$ cat src/rtl/dmem_bridge_if.sv
// rtl/dmem_bridge_if.sv - req/ack data-bus bundle between the M-stage bridge and data memory
interface dmem_bridge_if;
    logic        bus_req;
    logic        bus_we;
    logic [31:0] bus_addr;
    logic [31:0] bus_wdata;
    logic        bus_ack;
    logic [31:0] bus_rdata;

    modport master (
        output bus_req, bus_we, bus_addr, bus_wdata,
        input  bus_ack, bus_rdata
    );

    modport slave (
        input  bus_req, bus_we, bus_addr, bus_wdata,
        output bus_ack, bus_rdata
    );
endinterface

$ cat src/rtl/dmem_bridge.sv
// rtl/dmem_bridge.sv - M-stage load/store bridge onto a variable-latency req/ack data bus
module dmem_bridge #(
    parameter int unsigned TIMEOUT = 255
) (
    input  logic          clk,
    input  logic          reset,
    input  logic          MemReadM,
    input  logic          MemWriteM,
    input  logic [31:0]   ALUOutM,
    input  logic [31:0]   WriteDataM,
    output logic [31:0]   ReadDataM,
    output logic          MemStallM,
    output logic          MemFaultM,
    dmem_bridge_if.master bus
);

    typedef enum logic [1:0] {
        IDLE = 2'd0,
        BUSY = 2'd1,
        DONE = 2'd2
    } state_t;

    localparam logic [7:0] CNT_LAST = 8'(TIMEOUT - 1);

    state_t      state_q, state_d;
    logic [7:0]  cnt_q, cnt_d;
    logic        fault_q, fault_d;
    logic [31:0] rdata_q, rdata_d;
    logic [31:0] addr_q, addr_d;
    logic [31:0] wdata_q, wdata_d;
    logic        we_q, we_d;

    logic access;
    logic aligned;

    assign access  = MemReadM | MemWriteM;
    assign aligned = (ALUOutM[1:0] == 2'b00);

    always_ff @(posedge clk) begin
        if (reset) begin
            state_q <= IDLE;
            cnt_q   <= 8'd0;
            fault_q <= 1'b0;
            rdata_q <= 32'd0;
            addr_q  <= 32'd0;
            wdata_q <= 32'd0;
            we_q    <= 1'b0;
        end else begin
            state_q <= state_d;
            cnt_q   <= cnt_d;
            fault_q <= fault_d;
            rdata_q <= rdata_d;
            addr_q  <= addr_d;
            wdata_q <= wdata_d;
            we_q    <= we_d;
        end
    end

    always_comb begin
        state_d = state_q;
        cnt_d   = cnt_q;
        fault_d = fault_q;
        rdata_d = rdata_q;
        addr_d  = addr_q;
        wdata_d = wdata_q;
        we_d    = we_q;

        case (state_q)
            IDLE: begin
                if (access) begin
                    if (aligned) begin
                        addr_d  = ALUOutM;
                        wdata_d = WriteDataM;
                        we_d    = MemWriteM;
                        cnt_d   = 8'd0;
                        fault_d = 1'b0;
                        state_d = BUSY;
                    end else begin
                        // Misaligned: skip the bus entirely; a write wins when both requests are high
                        fault_d = 1'b1;
                        if (!MemWriteM) begin
                            rdata_d = 32'd0;
                        end
                        state_d = DONE;
                    end
                end
            end
            BUSY: begin
                if (bus.bus_ack) begin
                    if (!we_q) begin
                        rdata_d = bus.bus_rdata;
                    end
                    state_d = DONE;
                end else if (cnt_q == CNT_LAST) begin
                    fault_d = 1'b1;
                    if (!we_q) begin
                        rdata_d = 32'd0;
                    end
                    state_d = DONE;
                end else begin
                    cnt_d = cnt_q + 8'd1;
                end
            end
            DONE: begin
                fault_d = 1'b0;
                state_d = IDLE;
            end
            default: begin
                fault_d = 1'b0;
                state_d = IDLE;
            end
        endcase
    end

    // Stall covers the IDLE cycle that sees the request plus every BUSY cycle
    assign MemStallM = ((state_q == IDLE) && access) || (state_q == BUSY);
    assign MemFaultM = (state_q == DONE) && fault_q;
    assign ReadDataM = rdata_q;

    assign bus.bus_req   = (state_q == BUSY);
    assign bus.bus_we    = we_q;
    assign bus.bus_addr  = addr_q;
    assign bus.bus_wdata = wdata_q;

endmodule

$ cat src/flat_wrapper.sv
// flat-port wrapper written by rule: the top's interface ports become plain ports
module dmem_bridge_flat 
#(
    parameter int unsigned TIMEOUT = 255
)
  (clk, reset, MemReadM, MemWriteM, ALUOutM, WriteDataM, ReadDataM, MemStallM, MemFaultM, bus_bus_req, bus_bus_we, bus_bus_addr, bus_bus_wdata, bus_bus_ack, bus_bus_rdata);
  dmem_bridge_if bus_i ();
  input  logic clk;
  input  logic reset;
  input  logic MemReadM;
  input  logic MemWriteM;
  input  logic [31:0] ALUOutM;
  input  logic [31:0] WriteDataM;
  output logic [31:0] ReadDataM;
  output logic MemStallM;
  output logic MemFaultM;
  output wire logic [$bits(bus_i.bus_req)-1:0] bus_bus_req;
  output wire logic [$bits(bus_i.bus_we)-1:0] bus_bus_we;
  output wire logic [$bits(bus_i.bus_addr)-1:0] bus_bus_addr;
  output wire logic [$bits(bus_i.bus_wdata)-1:0] bus_bus_wdata;
  input wire logic [$bits(bus_i.bus_ack)-1:0] bus_bus_ack;
  input wire logic [$bits(bus_i.bus_rdata)-1:0] bus_bus_rdata;
  assign bus_bus_req = bus_i.bus_req;
  assign bus_bus_we = bus_i.bus_we;
  assign bus_bus_addr = bus_i.bus_addr;
  assign bus_bus_wdata = bus_i.bus_wdata;
  assign bus_i.bus_ack = bus_bus_ack;
  assign bus_i.bus_rdata = bus_bus_rdata;
  dmem_bridge #(.TIMEOUT(TIMEOUT)) u_core (.clk(clk), .reset(reset), .MemReadM(MemReadM), .MemWriteM(MemWriteM), .ALUOutM(ALUOutM), .WriteDataM(WriteDataM), .ReadDataM(ReadDataM), .MemStallM(MemStallM), .MemFaultM(MemFaultM), .bus(bus_i));
endmodule
$ cat config.mk
export PLATFORM = sky130hd
export DESIGN_NAME = dmem_bridge_flat
export DESIGN_NICKNAME = d
export VERILOG_FILES = /design/src/rtl/dmem_bridge_if.sv /design/src/rtl/dmem_bridge.sv /design/src/flat_wrapper.sv
export SDC_FILE = /design/constraint.sdc
export NUM_CORES = 1
export LEC_CHECK = 0
export CORE_MARGIN = 2
export CORE_UTILIZATION = 37
export CTS_CLUSTER_DIAMETER = 50
export DETAILED_ROUTE_END_ITERATION = 6
export PLACE_DENSITY_LB_ADDON = 0.3
export REMOVE_ABC_BUFFERS = 1
export SLEW_MARGIN = 20
export SYNTH_ARGS = -nofsm -noshare
export SYNTH_HDL_FRONTEND = slang
export SYNTH_SLANG_ARGS = --single-unit
$ cat constraint.sdc
create_clock -name clk -period 1.63 [get_ports clk]
set_clock_uncertainty 0.1 [all_clocks]
set_input_delay 0.489 -clock clk [delete_from_list [all_inputs] [get_ports clk]]
set_output_delay 0.489 -clock clk [all_outputs]
set_load 0.1 [all_outputs]
==> results.py <==
metrics = {
    "die": {
        "start_util": 0.375,
        "die_area_mm2": 0.0124,
        "die-width_um": 111,
        "dieHeight_um": 111,
        "pin_count": 201,
        "core_area_mm2": 0.0113,
        "rows": 39,
    },
    "sta": {
        "relSlewSlack": 0.721,
        "max_freq_mhz": 571,
        "holdWs_ps": 400,
        "tns_ps": -1200,
        "hold_viol": 0,
        "setup_slack_ps": -122,
        "period_needed_ps": 1750,
        "setup_violations": 37,
        "fin_crit_sh": 1.08,
        "worst_pin_slew_ps": 419,
        "rsz0062_at_grt": "yes",
        "finalMaxSlewViolations": 0,
    },
    "synth": {
        "synth_top_cell_by_area": "dfxtp_1",
        "synth_most_common_cell": "nand2_1",
        "synth_area_leaders": "dfxtp_1 51%, nand2_1 14%, a21oi_1 8.1%",
        "synth_edf_count": 0,
        "syn_area_mm2": 0.00425,
        "yosysSeqAreaShare": 0.509,
        "yosysTopAreaCellShare": 0.509,
        "synthArstFlopShare": 0,
        "synth.avg_cell_area_um2": 8.50,
        "synth_ff_type": "dfxtp_1",
        "synth_cell_types": 32,
        "synthCells": 500,
        "ys_ff_latch": 108,
        "ys_warn_count": 0,
        "synth_common_cells": "161 x nand2_1, 108 x dfxtp_1, 69 x a21oi_1",
    },
    "finish": {
        "final_area_mm2": 0.00889,
        "nets": 831,
        "syn2layout_area_growth_pct": 109,
        "antenna_cells": 0,
        "drive_above_1_share": 0.419,
    },
    "placement": {
        "pre_cts_ws_ps": -603,
        "port_buffers": 200,
        "place.gp.congestion": 0.850,
        "hpwl_um": 9510,
        "placed_cell_area_mm2": 0.00757,
    },
    "global_route": {
        "track_usage": 0.213,
        "grt_max_degree": 65,
        "grt_pass1_wl_um": 21400,
        "antenna_found_initial": 0,
        "globalRouteOverflowTotal": 0,
        "grt_pass1_vias": 4358,
    },
    "power": {
        "report.power.total_mw": 6.92,
        "ir_drop_v": 0.000546,
        "leakage_nw": 3.64,
        "p_per_area_mw_per_mm2": 779,
    },
    "cts": {
        "hold_buffers": 0,
        "clkTransAtPathRegs_ps": 80,
        "cts.sinks": 108,
        "root_buffer": "clkbuf_16",
        "cts_buffers": 9,
        "htree_levels": 3,
        "insertion_delay_ps": 340,
        "cts_max_path_buffers": 2,
        "cts_tree": "done",
    },
    "critical_path": {
        "start_kind": "flip-flop",
        "worstSetupPathType": "flip-flop to primary output",
        "cp.arrival_ps": 1160,
        "cp_max_fo": 5,
        "end_kind": "primary output",
        "reg2regPathDepth": 6,
        "r2r_slack_ps": -110,
        "r2r-end": "u_core.bus.bus_addr[26]$_SDFFE_PP0P_",
        "rr_startpoint": "u_core.state_q[1]$_SDFFE_PP0P_",
        "worstPathRequired_ps": 1040,
    },
    "status": {
        "violations": "negative setup slack",
        "status": "complete, but fails checks",
    },
    "drt": {
        "wl_um": 15900,
        "via_per_inst": 5.08,
        "ant_nets": 0,
        "drtPass1Iterations": 4,
        "first_iter_violations": 340,
        "dr_total_vias": 4450,
        "routedWlPerCell_um": 18.1,
        "drc": 0,
    },
    "worst_hold_path": {
        "hp-start": "u_core.bus.bus_addr[7]$_SDFFE_PP0P_",
        "hold_path_depth": 2,
        "holdPathEnd": "u_core.bus.bus_addr[7]$_SDFFE_PP0P_",
        "hold_path.class": "flip-flop to flip-flop",
    },
    "job": {
        "maxCapViolations": 0,
    },
}
-- metal layers --
layer / GRT usage / up-vias / part of all wire / wire length [µm]
met5: 0 / - / 0 / 0
met4: 0.0765 / 0 / 0.031 / 491
met3: 0.0722 / 37 / 0.083 / 1310
met2: 0.373 / 217 / 0.51 / 8090
met1: 0.241 / 2106 / 0.38 / 5970
li1: - / 2090 / - / -
-- kinds of logic after synthesis --
kind of cell / share of synthesized area
AO/OA/AOI/OAI: 0.113
XOR/XNOR: 0.00206
adder cells (fa/ha/maj): 0.00589
buffers and inverters: 0.0536
flip-flops: 0.509
multiplexers: 0.0781
AND/OR/NAND/NOR: 0.239
-- cell usage in the layout, fill, tap and decap left out, types with 4 or more instances in the layout --
| cell | instances |
|---|---|
| a21oi_1 | 8 |
| buf_6 | 7 |
| dfxtp_1 | 105 |
| clkdlybuf4s50_1 | 95 |
| mux2i_1 | 32 |
| nor2_1 | 8 |
| a21oi_2 | 61 |
| buf_12 | 109 |
| buf_4 | 27 |
| nand2b_1 | 34 |
| inv_8 | 4 |
| nand2_4 | 49 |
| nand2_2 | 7 |
| clkbuf_16 | 15 |
| inv_1 | 8 |
| nand3_1 | 4 |
| nand2_1 | 105 |
-- area by class of cell --
class                           count  area [µm²]
Clock buffer                        9         225
Clock inverter                      7        91.3
Fill cell                         643        2430
Inverter                            9        33.8
Multi-Input combinational cell    349        2550
Sequential cell                   108        2170
Tap cell                          143         179
Timing Repair Buffer              251        3640
-- worst max-delay path by stage --
stage / start / to / slack, ps / depth (start not counted)
final: u_core.state_q[1]$_SDFFE_PP0P_ / MemStallM / -120 / 3
after global routing: u_core.state_q[0]$_SDFFE_PP0P_ / u_core.bus.bus_addr[26]$_SDFFE_PP0P_ / -170 / 7
after floorplan: MemWriteM / u_core.cnt_q[4]$_SDFFE_PP0P_ / -3380 / 3
after global placement: MemWriteM / MemStallM / -600 / 4
after CTS: u_core.state_q[0]$_SDFFE_PP0P_ / MemStallM / -130 / 3
after detailed placement: MemWriteM / MemStallM / -600 / 4
-- state kept, by name (all words and copies together), names as in the netlist --
| name | count |
|---|---|
| u_core.ReadDataM | 32 |
| u_core.bus.bus_addr | 32 |
| u_core.bus.bus_wdata | 32 |
| u_core.cnt_q | 8 |
| u_core.state_q | 2 |
| u_core.bus.bus_we | 1 |
| u_core.fault_q | 1 |
-- worst max-delay path, cell delays in order, from the launching register on --
cell,delay [ps]
dfxtp_4,380
buf_6,140
nor2_4,120
buf_12,180
-- through the flow --
stage	util	std cells
after floorplan	-	466
after global placement	0.668	838
after detailed placement	0.668	838
after CTS	0.714	864
after global routing	0.785	876
final	0.785	876
-- timing repair --
action | in CTS | in global routing
gates cloned | 2 | 6
pin swaps | 9 | 109
setup endpoints to repair | 105 | 105
buffers inserted | 9 | 7
resized for setup | 35 | 179
-- report_power, final --
part           switching, mW  internal (mW)
Combinational           1.02          0.782
Clock                   1.08           1.24
Sequential            0.0882           2.71
Total                   2.18           4.74
Power figures use the tool's default switching activity.
